<file path="config.mk">
export PLATFORM = sky130hd
export DESIGN_NAME = audio_sample_sched
export DESIGN_NICKNAME = d
export VERILOG_FILES = /design/src/rtl/audio_sample_sched.sv
export SDC_FILE = /design/constraint.sdc
export NUM_CORES = 1
export LEC_CHECK = 0
export ABC_AREA = 1
export CAP_MARGIN = 20
export CORE_MARGIN = 2
export CORE_UTILIZATION = 48
export DETAILED_ROUTE_END_ITERATION = 8
export PLACE_DENSITY = 0.8
export SLEW_MARGIN = 0
export SYNTH_ARGS = -nofsm -noshare
export SYNTH_HDL_FRONTEND = slang
export SYNTH_SLANG_ARGS = --single-unit
</file>
<file path="constraint.sdc">
create_clock -name i_clk -period 3 [get_ports i_clk]
set_input_delay 0.6 -clock i_clk [delete_from_list [all_inputs] [get_ports i_clk]]
set_output_delay 0.6 -clock i_clk [all_outputs]
set_load 0.05 [all_outputs]
</file>
<file path="src/rtl/audio_sample_sched.sv">
// Purpose: paces audio sampling: every PERIOD clocks it starts an ADC conversion and sends the previously captured sample to the PWM.
// Latency: the first strobe comes PERIOD clocks after Enable is sampled high; a sample reaches the PWM one period after it is captured.
// Backpressure: none; a missing ADC reply times out after TIMEOUT clocks and sets the sticky error flag.
module audio_sample_sched #(
    parameter int unsigned PERIOD  = 2074,
    parameter int unsigned TIMEOUT = 512,
    parameter logic [11:0] MID     = 12'h800
) (
    input  logic        i_clk,
    input  logic        i_rst_n,
    input  logic        i_enable,
    input  logic        i_mute,
    output logic        o_adc_start,
    input  logic        i_adc_valid,
    input  logic [11:0] i_adc_data,
    output logic        o_pwm_valid,
    output logic [11:0] o_pwm_data,
    output logic        o_timeout_err,
    output logic [15:0] o_sample_cnt
);

    typedef enum logic [1:0] {
        IDLE      = 2'd0,
        WAIT_TICK = 2'd1,
        CONVERT   = 2'd2
    } state_t;

    state_t      r_state;
    logic [1:0]  r_rst_sync;
    logic [15:0] r_per_cnt;
    logic [15:0] r_to_cnt;
    logic [11:0] r_held;
    logic [11:0] r_pwm_data;
    logic [15:0] r_sample_cnt;
    logic        r_adc_start;
    logic        r_pwm_valid;
    logic        r_timeout_err;

    logic        w_rst_n;
    logic        w_tick;
    logic        w_to_exp;

    // Reset asserts immediately but is released only on a clock edge.
    always_ff @(posedge i_clk or negedge i_rst_n) begin
        if (!i_rst_n) begin
            r_rst_sync <= 2'b00;
        end else begin
            r_rst_sync <= {r_rst_sync[0], 1'b1};
        end
    end

    assign w_rst_n  = r_rst_sync[1];
    assign w_tick   = (r_per_cnt == 16'(PERIOD - 1));
    assign w_to_exp = (r_to_cnt == 16'(TIMEOUT - 1));

    // Scheduler FSM with its period and timeout counters and registered outputs.
    always_ff @(posedge i_clk or negedge w_rst_n) begin
        if (!w_rst_n) begin
            r_state       <= IDLE;
            r_per_cnt     <= 16'd0;
            r_to_cnt      <= 16'd0;
            r_held        <= MID;
            r_pwm_data    <= MID;
            r_sample_cnt  <= 16'd0;
            r_adc_start   <= 1'b0;
            r_pwm_valid   <= 1'b0;
            r_timeout_err <= 1'b0;
        end else begin
            r_adc_start <= 1'b0;
            r_pwm_valid <= 1'b0;
            if (!i_enable) begin
                // Idle: abandon any conversion, hold the last PWM value.
                r_state       <= IDLE;
                r_per_cnt     <= 16'd0;
                r_to_cnt      <= 16'd0;
                r_timeout_err <= 1'b0;
            end else begin
                // The counter starts from 0 when leaving IDLE so the first
                // tick lands exactly PERIOD clocks after Enable rises.
                if (r_state == IDLE || w_tick) begin
                    r_per_cnt <= 16'd0;
                end else begin
                    r_per_cnt <= r_per_cnt + 16'd1;
                end

                case (r_state)
                    IDLE: begin
                        r_state <= WAIT_TICK;
                    end
                    WAIT_TICK: begin
                        if (w_tick) begin
                            r_pwm_valid <= 1'b1;
                            r_adc_start <= 1'b1;
                            r_pwm_data  <= i_mute ? MID : r_held;
                            r_to_cnt    <= 16'd0;
                            r_state     <= CONVERT;
                        end
                    end
                    CONVERT: begin
                        // A reply on the expiry cycle still counts as a capture.
                        if (i_adc_valid) begin
                            r_held       <= i_adc_data;
                            r_sample_cnt <= r_sample_cnt + 16'd1;
                            r_state      <= WAIT_TICK;
                        end else if (w_to_exp) begin
                            r_timeout_err <= 1'b1;
                            r_state       <= WAIT_TICK;
                        end else begin
                            r_to_cnt <= r_to_cnt + 16'd1;
                        end
                    end
                    default: begin
                        r_state <= IDLE;
                    end
                endcase
            end
        end
    end

    assign o_adc_start   = r_adc_start;
    assign o_pwm_valid   = r_pwm_valid;
    assign o_pwm_data    = r_pwm_data;
    assign o_timeout_err = r_timeout_err;
    assign o_sample_cnt  = r_sample_cnt;

endmodule

</file>
# After elaboration in Yosys (flattened, before gate mapping)
# Cells that the tools add are included.
dict set report totals {
  word_cells 51
  out_inout_bits 31
  register_bits 78
  input_bits 17
}
dict set report op_classes {
  reduce_logical 7
  n_eq_ne 12
  add_sub_neg 3
  mux 20
}
# cell count
set ops {}
lappend ops {{$mux W16} 6}
lappend ops {{$add A16 B1 Y16 const B} 3}
lappend ops {{$pmux W16 S2} 1}
lappend ops {{$eq A16 B12 Y1 const B} 1}
lappend ops {{$eq A16 B9 Y1 const B} 1}
lappend ops {{$mux W12} 1}
lappend ops {{$ne A3 B3 Y1 const B} 3}
lappend ops {{$reduce_and A3 Y1} 3}
lappend ops {{$mux W2} 4}
lappend ops {{$mux W1} 7}
lappend ops {{$pmux W2 S3} 1}
lappend ops {{$ne A2 B1 Y1 const B} 2}
lappend ops {{$ne A4 B4 Y1 const B} 1}
lappend ops {{$reduce_and A4 Y1} 1}
lappend ops {{$ne A3 B1 Y1 const B} 1}
lappend ops {{$eq A2 B1 Y1 const B} 1}
lappend ops {{$eq A2 B2 Y1 const B} 1}
lappend ops {{$logic_not A2 Y1} 1}
lappend ops {{$ne A2 B2 Y1 const B} 1}
lappend ops {{$reduce_and A2 Y1} 1}
lappend ops {{$logic_or A1 B1 Y1} 1}

# Logic depth before layout (Yosys ltp)
dict set report depth {
  ltp_word 5
  ltp_mapped 12
  depth_no_buf 11
}

# Worst setup path before layout
# Ideal clock, no wire load.
dict set report synth_timing {
  path_kind {register to register}
  startpoint {register r_sample_cnt[5], in the netlist o_sample_cnt[5]}
  endpoint {register r_sample_cnt[15], in the netlist o_sample_cnt[15]}
  required_time_ps 2881
  period_less_slack_ps 1642
  path_slack_ps 1358
  t_arrival_ps 1523
  path_buffers 0
  path_stages_with_launch 8
  setup_ps 119
  path_cell_list {dfrtp_1 nand3_1 nor2_1 nand4_1 nor2_1 nand2_1 nand2_1 nand2_1}
}
dict set report synth_between {
  elab_chain_cells 1
}
# element line_no
set synth_lines {}
lappend synth_lines {{start, declared} 34} ;# logic [15:0] r_sample_cnt;
lappend synth_lines {{start signal, assigned} 103} ;# r_sample_cnt <= r_sample_cnt + 16'd1;
lappend synth_lines {{$add A16 B1 Y16} 103}
# Every way passes these cells.
# A chain may end at the register's enable or synchronous reset.

# Final worst setup path
dict set report layout_timing {
  startpoint {register r_pwm_data[11], in the netlist o_pwm_data[11]}
  endpoint {output port o_pwm_data[11]}
}
# element line_no
set layout_lines {}
lappend layout_lines {{start, declared} 33} ;# logic [11:0] r_pwm_data;
lappend layout_lines {{start signal, assigned} 94} ;# r_pwm_data <= i_mute ? MID : r_held;
lappend layout_lines {{end, declared} 17} ;# output logic [11:0] o_pwm_data,
# No word-level cell between the ends.

==> metrics.cfg <==
[floorplanning]
start_util_pct = 48.92
fp.dieW_um = 95.05
dieArea_sq_mm = 0.009034
num_io_pins = 48
core_area_sq_mm = 0.008134
die_y_um = 95.05
row_count = 33

[logic_synthesis]
synth_area_sq_mm = 0.003979
ys_seq_elements = 78
ys.warnings.count = 0
syn-num-nets = 522
synth-edff-count = 0
synth_area_leaders = dfrtp_1, nand2_1, nor2_1
async_reset_ff_share_pct = 100.0
syn_inst = 501
synth_seq_area_share_pct = 49.12
synth.distinct_cells = 40
synth_flop_cell = dfrtp_1
yosys.area.top_type = dfrtp_1
postSynthAreaPerCell_sq_um = 7.942
synth_top_area_share_pct = 47.80

[place]
io_buffer_count = 47
gp_congestion = 0.8434
placedCellCount = 646
hpwl_um = 5865

[cts]
numCtsBuffers = 9
cts_tree = built
h-tree-depth = 3
post_cts_buffers = 0
clk_latency_ns = 0.36
clock-sinks = 78
clk_path_buf_depth = 2
cts-hold-fix-buffers = 0
ctsResizeCount = 0
clockRootBuffer = clkbuf_8
clk_pin_slew_ns = 0.09

[sta]
fin_worst_skew_ns = 0.009951
finalSetupViolations = 0
final-hold-violation-count = 0
rsz0062_at_grt = no
fin_crit_sh_pct = 77.18
tightestPinTransition_ns = 0.7410
timing.setup.tns_ns = 0
fmax_ghz = 0.4319
max_slew_margin_pct = 50.60
fin_crit_ns = 2.315
slew_violations = 0

[final_layout]
multi_input_area_sq_mm = 0.001758
layout-area-overhead-vs-synth_pct = 19.37
layout_commonest_cell = nand2_1
nets = 573
final_cell_mix = nand2_1, dfrtp_1, nor2_1
fillCellCount = 693
antenna_cells = 0
drive_above_1_share_pct = 11.49
regArea_sq_mm = 0.001956
final_cell_count_no_fill = 662

[global_route]
grt_max_degree = 50
first_global_vias = 3204
grt_pass1_wl_um = 13870
grt-ovfl-total = 0
grt_util_all_layers_pct = 19.50
antenna_found_initial = 0

[power]
power.total_mw = 1.997
leakagePower_nw = 2.298
ir_drop_mv = 0.3349
power_density_mw_per_mm2 = 420.4

[critical_path]
crit_required_ns = 2.40
critPathKind = reg -> out
crit_family = buffers and inverters
start_kind = flop
crit_buf_inv = 1
crit_slowest_cell = clkdlybuf4s50_1
crit_path_cell_trace = clkdlybuf4s50_1
crit_path_max_incr_delay_ns = 0.82
crit_path_end_kind = output port
crit_fanout = 2
regToRegStartpoint = r_state[0]$_DFFE_PN0P_
crit_arrival_ns = 1.72
crit_path_start = o_pwm_data[11]$_DFFE_PN1P_

[drt]
routed_via_density = 5.003
remaining_drc_errors = 0
drtIter0Drc = 211
antenna_left = 0
drt_pass1_iterations = 4
num_vias = 3312
post_drt_wl_per_cell_um = 12.35
wl_um = 8173

[run_status]
status = complete, no violations

[flow_run]
max_cap_viol_count = 0

[worst_hold_path]
worstHoldPathType = reg -> async

state kept, by name, indices dropped and copies added (netlist names):
signal / flops
o_pwm_data: 12
o_pwm_valid: 1
o_sample_cnt: 16
o_timeout_err: 1
r_held: 12
r_per_cnt: 16
r_rst_sync: 2
r_state: 2
r_to_cnt: 16
Yosys cell counts, types with 2 or more instances:
library cell  number
inv_1             46
a21oi_1           11
nor2_2             5
o21a_1             2
clkbuf_1           5
nand3_1           39
dfrtp_1           76
o21ai_1           12
or2_2              2
ha_1               4
nor2_1            55
inv_2              5
nand2_2           19
o21bai_1           3
nand4_1            8
xnor2_1            3
nor3_1             4
nand3_2            2
o21ai_0            9
nor3b_1            2
nand2_1          155
buf_2              3
buf_4              2
nor2_4             3
xor2_1            10
dfstp_2            2
stage by stage:
step                      util, %  hold slack (ns)  area, sq um  worst slack [ns]
after CTS                   58.39           0.2870         4750            0.6722
after global routing        58.39           0.3069         4750            0.6477
after detailed placement    55.85           0.2778         4543            0.6273
after global placement      55.85           0.2743         4543            0.6970
final                       58.39           0.2713         4750            0.6846
after floorplan                 -           0.3044         3979            0.6703
cells by family (layout without fill, tap and decap cells):
| group | after synthesis | count (layout) | synth area share (%) |
|---|---|---|---|
| compound gates | 42 | 42 | 5.975 |
| xor+xnor | 13 | 13 | 2.862 |
| fa+ha+maj | 4 | 4 | 1.258 |
| buf+inv | 63 | 119 | 6.698 |
| flops | 78 | 78 | 49.12 |
| other cells | 1 | 1 | 0.09425 |
| simple gates | 300 | 300 | 33.99 |
per-layer routing:
layer / GRT usage (%) / part of all wire (%)
met1: 26.07 / 45
met3: 4.743 / 5.6
met2: 31.32 / 48
met5: 0 / 0
met4: 6.522 / 1.2
final cells by class:
| class | count | share of cell area (%) |
|---|---|---|
| inverters | 52 | 4.162 |
| clock inverters | 6 | 1.449 |
| clock buffers | 10 | 2.898 |
| well taps | 105 | 2.766 |
| flip-flops and latches | 78 | 41.17 |
| repair buffers | 51 | 10.54 |
| multi-input cells | 360 | 37.01 |
worst paths after layout:
path,end,slack (ns),depth (start not counted)
max,o_pwm_data[11],0.68,1
min,r_per_cnt[2]$_DFF_PN0_,0.27,1
max reg2reg,r_to_cnt[14]$_DFFE_PN0P_,1.01,5
min reg2reg,r_per_cnt[2]$_DFF_PN0_,0.27,1
max in group asynchronous,r_to_cnt[1]$_DFFE_PN0P_,2.21,1
min in group i_clk,r_rst_sync[1]$_DFF_PN0_,0.35,0
report_power, final:
group / switching, mW / internal, mW
registers: 0.00495 / 1.06
clock network: 0.412 / 0.413
logic: 0.0737 / 0.0365
No activity file was read; power rests on OpenSTA's default activity.
